==> src/rtl/writeback_buffer.sv <==
// Small FIFO of evicted dirty cache lines drained one at a time to physical memory.
// Lines that hit a queued entry are merged in place; any valid entry can be probed by a lookup.
module writeback_buffer #(
   parameter int DEPTH = 2
) (
   input  logic         clk,
   input  logic         rst_n,
   input  logic         in_valid,
   input  logic [15:0]  in_addr,
   input  logic [127:0] in_data,
   output logic         in_ready,
   output logic         pmem_write,
   output logic [15:0]  pmem_address,
   output logic [127:0] pmem_wdata,
   input  logic         pmem_resp,
   input  logic [15:0]  lookup_addr,
   output logic         lookup_hit,
   output logic [127:0] lookup_data,
   output logic         empty
);

   localparam int PW = (DEPTH > 2) ? 2 : 1;
   localparam int CW = $clog2(DEPTH + 1);

   typedef enum logic {IDLE, WRITE} state_t;

   state_t         r_state;
   logic [PW-1:0]  r_head;
   logic [PW-1:0]  r_tail;
   logic [CW-1:0]  r_count;
   logic [DEPTH-1:0] r_valid;
   logic [11:0]    r_tag  [DEPTH];
   logic [127:0]   r_data [DEPTH];
   logic           r_pmem_write;
   logic [15:0]    r_pmem_address;
   logic [127:0]   r_pmem_wdata;

   logic [DEPTH-1:0] w_match;
   logic [DEPTH-1:0] w_lk_match;
   logic [PW-1:0]  w_coal_idx;
   logic           w_push;
   logic           w_coal;
   logic           w_enq;
   logic           w_pop;
   logic           w_coal_head;
   logic [PW:0]    w_sum;
   logic [PW-1:0]  w_idx;
   logic           w_unused;

   function automatic logic [PW-1:0] ptr_inc(input logic [PW-1:0] p);
      return (p == PW'(DEPTH - 1)) ? '0 : p + 1'b1;
   endfunction

   // The head is excluded from merging once its write is in flight, so the data sent stays coherent.
   generate
      for (genvar gi = 0; gi < DEPTH; gi++) begin : g_match
         assign w_match[gi]    = r_valid[gi] && (r_tag[gi] == in_addr[15:4]) &&
                                 ((PW'(gi) != r_head) || (r_state == IDLE));
         assign w_lk_match[gi] = r_valid[gi] && (r_tag[gi] == lookup_addr[15:4]);
      end
   endgenerate

   always_comb begin
      w_coal_idx = '0;
      for (int i = 0; i < DEPTH; i++) begin
         if (w_match[i]) w_coal_idx = PW'(i);
      end
   end

   assign in_ready    = (r_count < CW'(DEPTH));
   assign empty       = (r_count == '0);
   assign w_push      = in_valid && in_ready;
   assign w_coal      = w_push && (|w_match);
   assign w_enq       = w_push && !w_coal;
   assign w_pop       = (r_state == WRITE) && pmem_resp;
   assign w_coal_head = w_coal && (w_coal_idx == r_head);
   assign w_unused    = ^{in_addr[3:0], lookup_addr[3:0]};

   // Walk from oldest to newest so the entry nearest the tail wins a duplicate match.
   always_comb begin
      lookup_hit  = 1'b0;
      lookup_data = '0;
      w_sum       = '0;
      w_idx       = '0;
      for (int k = 0; k < DEPTH; k++) begin
         w_sum = {1'b0, r_head} + (PW+1)'(k);
         if (w_sum >= (PW+1)'(DEPTH)) w_sum = w_sum - (PW+1)'(DEPTH);
         w_idx = w_sum[PW-1:0];
         if (w_lk_match[w_idx]) begin
            lookup_hit  = 1'b1;
            lookup_data = r_data[w_idx];
         end
      end
   end

   always_ff @(posedge clk or negedge rst_n) begin
      if (!rst_n) begin
         r_state        <= IDLE;
         r_head         <= '0;
         r_tail         <= '0;
         r_count        <= '0;
         r_valid        <= '0;
         r_pmem_write   <= 1'b0;
         r_pmem_address <= '0;
         r_pmem_wdata   <= '0;
      end else begin
         if (w_enq) begin
            r_valid[r_tail] <= 1'b1;
            r_tail          <= ptr_inc(r_tail);
         end
         if (w_pop) begin
            r_valid[r_head] <= 1'b0;
            r_head          <= ptr_inc(r_head);
         end
         case ({w_enq, w_pop})
            2'b10:   r_count <= r_count + 1'b1;
            2'b01:   r_count <= r_count - 1'b1;
            default: r_count <= r_count;
         endcase
         case (r_state)
            IDLE: begin
               if (r_count != '0) begin
                  r_state        <= WRITE;
                  r_pmem_write   <= 1'b1;
                  r_pmem_address <= {r_tag[r_head], 4'h0};
                  // A merge into the head on this same edge must reach memory too.
                  r_pmem_wdata   <= w_coal_head ? in_data : r_data[r_head];
               end
            end
            WRITE: begin
               if (pmem_resp) begin
                  r_state      <= IDLE;
                  r_pmem_write <= 1'b0;
               end
            end
            default: begin
               r_state      <= IDLE;
               r_pmem_write <= 1'b0;
            end
         endcase
      end
   end

   always_ff @(posedge clk) begin
      if (w_enq) begin
         r_tag[r_tail]  <= in_addr[15:4];
         r_data[r_tail] <= in_data;
      end else if (w_coal) begin
         r_data[w_coal_idx] <= in_data;
      end
   end

   assign pmem_write   = r_pmem_write;
   assign pmem_address = r_pmem_address;
   assign pmem_wdata   = r_pmem_wdata;

endmodule

==> config.mk <==
export PLATFORM = sky130hd
export DESIGN_NAME = writeback_buffer
export DESIGN_NICKNAME = d
export VERILOG_FILES = /design/src/rtl/writeback_buffer.sv
export SDC_FILE = /design/constraint.sdc
export NUM_CORES = 1
export LEC_CHECK = 0
export ABC_AREA = 1
export ABC_CLOCK_PERIOD_IN_PS = 7600
export CORE_MARGIN = 2
export CORE_UTILIZATION = 45
export CTS_CLUSTER_SIZE = 14
export DETAILED_ROUTE_END_ITERATION = 12
export HOLD_SLACK_MARGIN = 0.06
export PLACE_DENSITY = 0.74
export SLEW_MARGIN = 25
export SYNTH_ARGS = -nofsm -noshare
export SYNTH_HDL_FRONTEND = slang
export SYNTH_SLANG_ARGS = --single-unit
==> constraint.sdc <==
create_clock -name clk -period 7.6 [get_ports clk]
set_clock_uncertainty 0.05 [all_clocks]
set_input_delay 1.52 -clock clk [delete_from_list [all_inputs] [get_ports clk]]
set_output_delay 1.52 -clock clk [all_outputs]
set_load 0.005 [all_outputs]
---- Word level (Yosys, flattened, before mapping) ----
Memories as Yosys holds them, arrays and structs flattened. A register that Yosys moved wholly into a read port is not among the register bits.
Cells that the tools add are included.
cells by class
  add/sub/neg operators ................... 7
  magnitude comparators ................... 9
  equal/unequal tests ..................... 9
  muxes and demuxes ....................... 35
  bitwise operators ....................... 6
  reduce and logical (&&, ||, !) cells .... 24
operator list
  operator                                                     number
  2-to-1 mux 128 bit                                           4
  OR reduction 128 bit                                         1
  == test 12 bit                                               4
  2-to-1 mux 1 bit                                             24
  logical AND 1 bit                                            12
  less-than comparator 1 x 2 -> 1 bit (second input constant)  4
  2-to-1 mux 2 bit                                             2
  one-hot mux 1 bit (2 select lines)                           2
  one-hot mux 2 bit (2 select lines)                           1
  AND reduction 2 bit                                          2
  nonzero test 2 bit                                           2
  zero test 1 bit                                              3
  adder 1 bit (second input constant)                          2
  adder 1 x 1 -> 2 bit (second input constant)                 1
  adder 2 x 1 -> 2 bit (second input constant)                 1
  bitwise AND 2 bit                                            1
  demux 1 bit (select 1 bit)                                   2
  == test 2 x 1 -> 1 bit (second input constant)               1
  == test 2 bit (second input constant)                        1
  >= comparator 1 bit (second input constant)                  2
  >= comparator 1 x 2 -> 1 bit (second input constant)         1
  >= comparator 2 bit (second input constant)                  1
  zero test 2 bit                                              1
  logical OR 1 bit                                             2
  11 further kinds                                             13
storage, ports and cells
  flip-flop bits (word level) ............. 137
  RAM bits ................................ 280
  input port bits ......................... 164
  output and inout port bits .............. 276
  memories ................................ 2
memory list
  memory  words  width  rd ports  clocked after Yosys merged registers in  wr ports  line  source
  r_data  2      128    3         1                                        1         33    logic [127:0] r_data [DEPTH];
  r_tag   2      12     3         1                                        1         32    logic [11:0] r_tag [DEPTH];

---- Longest topological paths before layout ----
An unclocked memory read counts as a cell.
  depth in word-level cells ............... 12
  gate-level depth with buffers ........... 15

---- Worst setup path after synthesis ----
Ideal clock, no wire load.
  path kind ............................... input port to flip-flop
  start point ............................. input port in_addr[7]
  end point ............................... memory r_data[1][0], enable pin
  library setup time ...................... 0.658 ns
  arrival time ............................ 8.215 ns
  required time ........................... 6.892 ns
  setup slack ............................. -1.324 ns
  cell stages on the path ................. 8
  cell sequence ........................... inv_1 > nand2_1 > nand2_1 > nor2_1 > nand2_1 > nor2_2 > nand2_2 > a21oi_1
on the way
  longest elaborated chain between the ends .. 11
  elaborated cells on any way between the ends .. 19
ends and longest elaborated chain
  what                                    line  source
  start, declared                         9     input logic [15:0] in_addr,
  == test 12 bit                          57    assign w_match[gi] = r_valid[gi] && (r_tag[gi] == in_addr[15:4]) &&
  logical AND 1 bit (2 in series)         57
  OR reduction 2 bit                      73    assign w_coal = w_push && (|w_match);
  logical AND 1 bit                       73
  zero test 1 bit                         74    assign w_enq = w_push && !w_coal;
  logical AND 1 bit                       74
  2-to-1 mux 1 bit                        145   if (w_enq) begin
  2-to-1 mux 1 bit (implied by the code)  149   r_data[w_coal_idx] <= in_data;
  OR reduction 128 bit (no line)          -
  2-to-1 mux 1 bit (no line)              -
  end, declared                           33
Several ways; a longest one is shown, not always the timed one.

---- Worst setup path in the final report ----
  start point ............................. input port lookup_addr[7]
  end point ............................... output port lookup_data[106]
on the way
  longest elaborated chain between the ends .. 6
  elaborated cells on any way between the ends .. 10
ends and longest elaborated chain
  what                                                  line  source
  start, declared                                       16    input logic [15:0] lookup_addr,
  == test 12 bit                                        59    assign w_lk_match[gi] = r_valid[gi] && (r_tag[gi] == lookup_addr[15:4]);
  logical AND 1 bit                                     59
  2-to-1 mux 1 bit (implied by the code) (2 in series)  89    if (w_lk_match[w_idx]) begin
  2-to-1 mux 128 bit                                    89
  2-to-1 mux 128 bit (*)                                89
  end, declared                                         18    output logic [127:0] lookup_data,
Mark *: on every way between the ends. The rest lies on a longest branch, timed or not. The select of a mux whose other input is x is not followed.

==> flow_metrics.py <==
metrics = {
    "floorplan": {
        "core_um2": 48950,
        "die_w_um": 226.8,
        "ioPinCount": 440,
        "initial_utilization_pct": 45.61,
        "die_h_um": 226.8,
        "die_area_um2": 51420,
        "rows": 81,
    },
    "layout": {
        "multiInputGateArea_um2": 7670,
        "fillers": 4261,
        "finalInstanceArea_um2": 28460,
        "syn2layout_area_growth_pct": 27.46,
        "finish.utilization_pct": 58.14,
        "finalNetCount": 3292,
        "drive_above_1_share_pct": 3.507,
        "ff_latch_area_um2": 12120,
    },
    "sta": {
        "worst_pin_slew_ns": 1.025,
        "timing.final.crit_share_pct": 81.89,
        "drv_slew": 0,
        "final.setup.tns_ns": 0,
        "finalHoldViolCount": 0,
        "finalSetupViolCount": 0,
        "max_freq_ghz": 0.1607,
        "finalCriticalPeriod_ns": 6.223,
        "fin_ws_ns": 1.377,
        "relSlewSlack_pct": 31.65,
        "rsz0062_at_grt": "no",
    },
    "synth": {
        "ys_top_cells_by_area": "edfxtp_1 38%, nand2_1 17%, dfrtp_1 17%",
        "synth_common_cells": "1016 x nand2_1, 432 x inv_1, 389 x nand3_1",
        "synth_area_um2": 22330,
        "yosysWarnings": 0,
        "synthCells": 2807,
        "synthFlopType": "edfxtp_1",
        "synth_area_leader_cell": "edfxtp_1",
        "avgSynthCellArea_um2": 7.954,
        "synth_top_area_share_pct": 37.66,
        "yosys.cell_types.count": 33,
        "synth_seq_cells": 428,
        "synthArstFlopShare_pct": 34.58,
        "yosysMostFrequentCell": "nand2_1",
        "synth_edf_count": 280,
        "ys_seq_area_share_pct": 54.24,
    },
    "drt": {
        "dr.pass1.iters": 7,
        "wire_per_inst_um": 18.38,
        "wirelength_um": 70580,
        "vias_per_cell": 5.198,
        "drc_errors": 0,
        "via_count": 19960,
        "drtIter0Drc": 1531,
        "ant_nets": 0,
    },
    "worst_setup_path": {
        "endpoint_kind": "output pin",
        "r2r-start": "r_head",
        "r2r_cells": 13,
        "worstPathRequired_ns": 6.03,
        "crit_type": "input port to output pin",
        "r2r_end": "pmem_wdata[8]",
        "reg2reg_setup_slack_ns": 3.85,
        "crit_fanout": 48,
        "crit_path_start_kind": "input port",
        "worstPathArrival_ns": 4.65,
    },
    "grt": {
        "grt_usage_pct": 26.90,
        "antenna_found_initial": 13,
        "grt_pass1_wl_um": 107500,
        "grt_max_degree": 281,
        "grt_overflow": 0,
        "first_global_vias": 19770,
    },
    "power": {
        "power_mw": 10.82,
        "powerDensity_nw_per_um2": 380.0,
        "ir_drop_v": 0.0003218,
        "cellLeakagePower_nw": 13.20,
    },
    "clock_network": {
        "cts.sinks": 428,
        "clk_pin_slew_worst_paths_ns": 0.05,
        "cts_made_buffers": 48,
        "cts.path.max_buffers": 3,
        "cts-resized-gates": 0,
        "cts_max_level": 2,
        "clkLatencyLatePin_ns": 0.59,
        "cts_hold_buf": 0,
        "cts_tree": "built",
        "cts_setup_buffers": 0,
        "cts-root-buf": "clkbuf_16",
    },
    "hold_path": {
        "hold_class": "flip-flop to flip-flop",
        "holdPathEnd": "pmem_wdata[9]",
        "min_from": "pmem_wdata[9]",
        "whs_path_depth": 2,
    },
    "place": {
        "numPortBuffers": 427,
        "hpwl_um": 41370,
        "dp_slack_ns": 1.437,
        "place_area_um2": 26790,
        "place.gp.congestion": 0.8574,
    },
    "outcome": {
        "outcome": "finished clean",
    },
    "run": {
        "drv_cap": 0,
    },
}
## power breakdown
group / switching [mW] / internal [mW]
logic: 2.85 / 1.99
clock network: 0.970 / 1.44
registers: 0.356 / 3.22
total: 4.17 / 6.64
## worst max-delay path, cell delays in order
cell             delay (ns)
clkdlybuf4s50_1        0.51
inv_1                  0.07
nand2_1                0.05
nand2_1                0.07
nor2_1                 0.11
nand4_1                0.10
nor2_1                 0.14
nand2_1                0.12
nand2_4                0.59
buf_4                  0.50
nand3_1                0.14
nand2_1                0.13
clkdlybuf4s50_1        0.53
## cells by family after synthesis
kind of cell	Yosys count	synth area share, %
compound gates	284	6.472
xor+xnor	15	0.5884
fa+ha+maj	1	0.05603
buf+inv	617	11.62
flops	428	54.24
other cells	1	0.01680
simple gates	1461	27.00
## placed cells by master, fill, tap and decap left out, types with 8 or more instances in the layout
| master | n |
|---|---|
| buf_12 | 9 |
| edfxtp_1 | 280 |
| nand3_1 | 389 |
| dfrtp_1 | 147 |
| clkdlybuf4s50_1 | 426 |
| buf_4 | 8 |
| o21ai_0 | 261 |
| diode_2 | 10 |
| nand2_1 | 1014 |
| a31oi_1 | 12 |
| clkinv_2 | 8 |
| clkbuf_16 | 50 |
| xnor2_1 | 9 |
| nor2_1 | 37 |
| clkbuf_1 | 12 |
| inv_1 | 430 |
## routing by layer
layer  up-vias  routed length [um]  global-route usage [%]
met1      9454               28120                   32.64
met3       178                5551                   6.440
met2       777               34030                   45.47
met4         6                2838                   11.97
li1       9540                   -                       -
met5         -                  41                       0
## registers in the layout (all words and copies together) (netlist names)
register      cells
r_data          256
r_state           1
r_count           2
r_tail            1
pmem_wdata      128
pmem_write        1
r_valid           2
r_tag            24
r_head            1
pmem_address     12
## metrics by stage
step / instances / hold slack [ns]
2_1_floorplan: 2810 / 0.4226
3_3_place_gp: 3740 / 0.4123
3_5_place_dp: 3740 / 0.4145
4_1_cts: 3828 / 0.4302
5_1_grt: 3838 / 0.4465
6_report: 3839 / 0.4255
## layout make-up
cell class,count,share of cell area [%]
Timing Repair Buffer,446,16.00
Inverter,438,5.812
Antenna cell,10,0.08793
Sequential cell,428,42.57
Multi-Input combinational cell,1765,26.95
Clock inverter,23,0.9584
Tap cell,664,2.919
Clock buffer,65,4.700
## worst max-delay path by stage
stage | start | cells after the start | end
6_report | lookup_addr[7] | 13 | lookup_data[106]
5_1_grt | lookup_addr[7] | 13 | lookup_data[94]
4_1_cts | lookup_addr[7] | 13 | lookup_data[106]
3_5_place_dp | lookup_addr[9] | 13 | lookup_data[106]
3_3_place_gp | lookup_addr[7] | 13 | lookup_data[127]
2_1_floorplan | in_addr[6] | 7 | r_data[1][0]
Note: power is estimated with default switching activity, not from simulation.
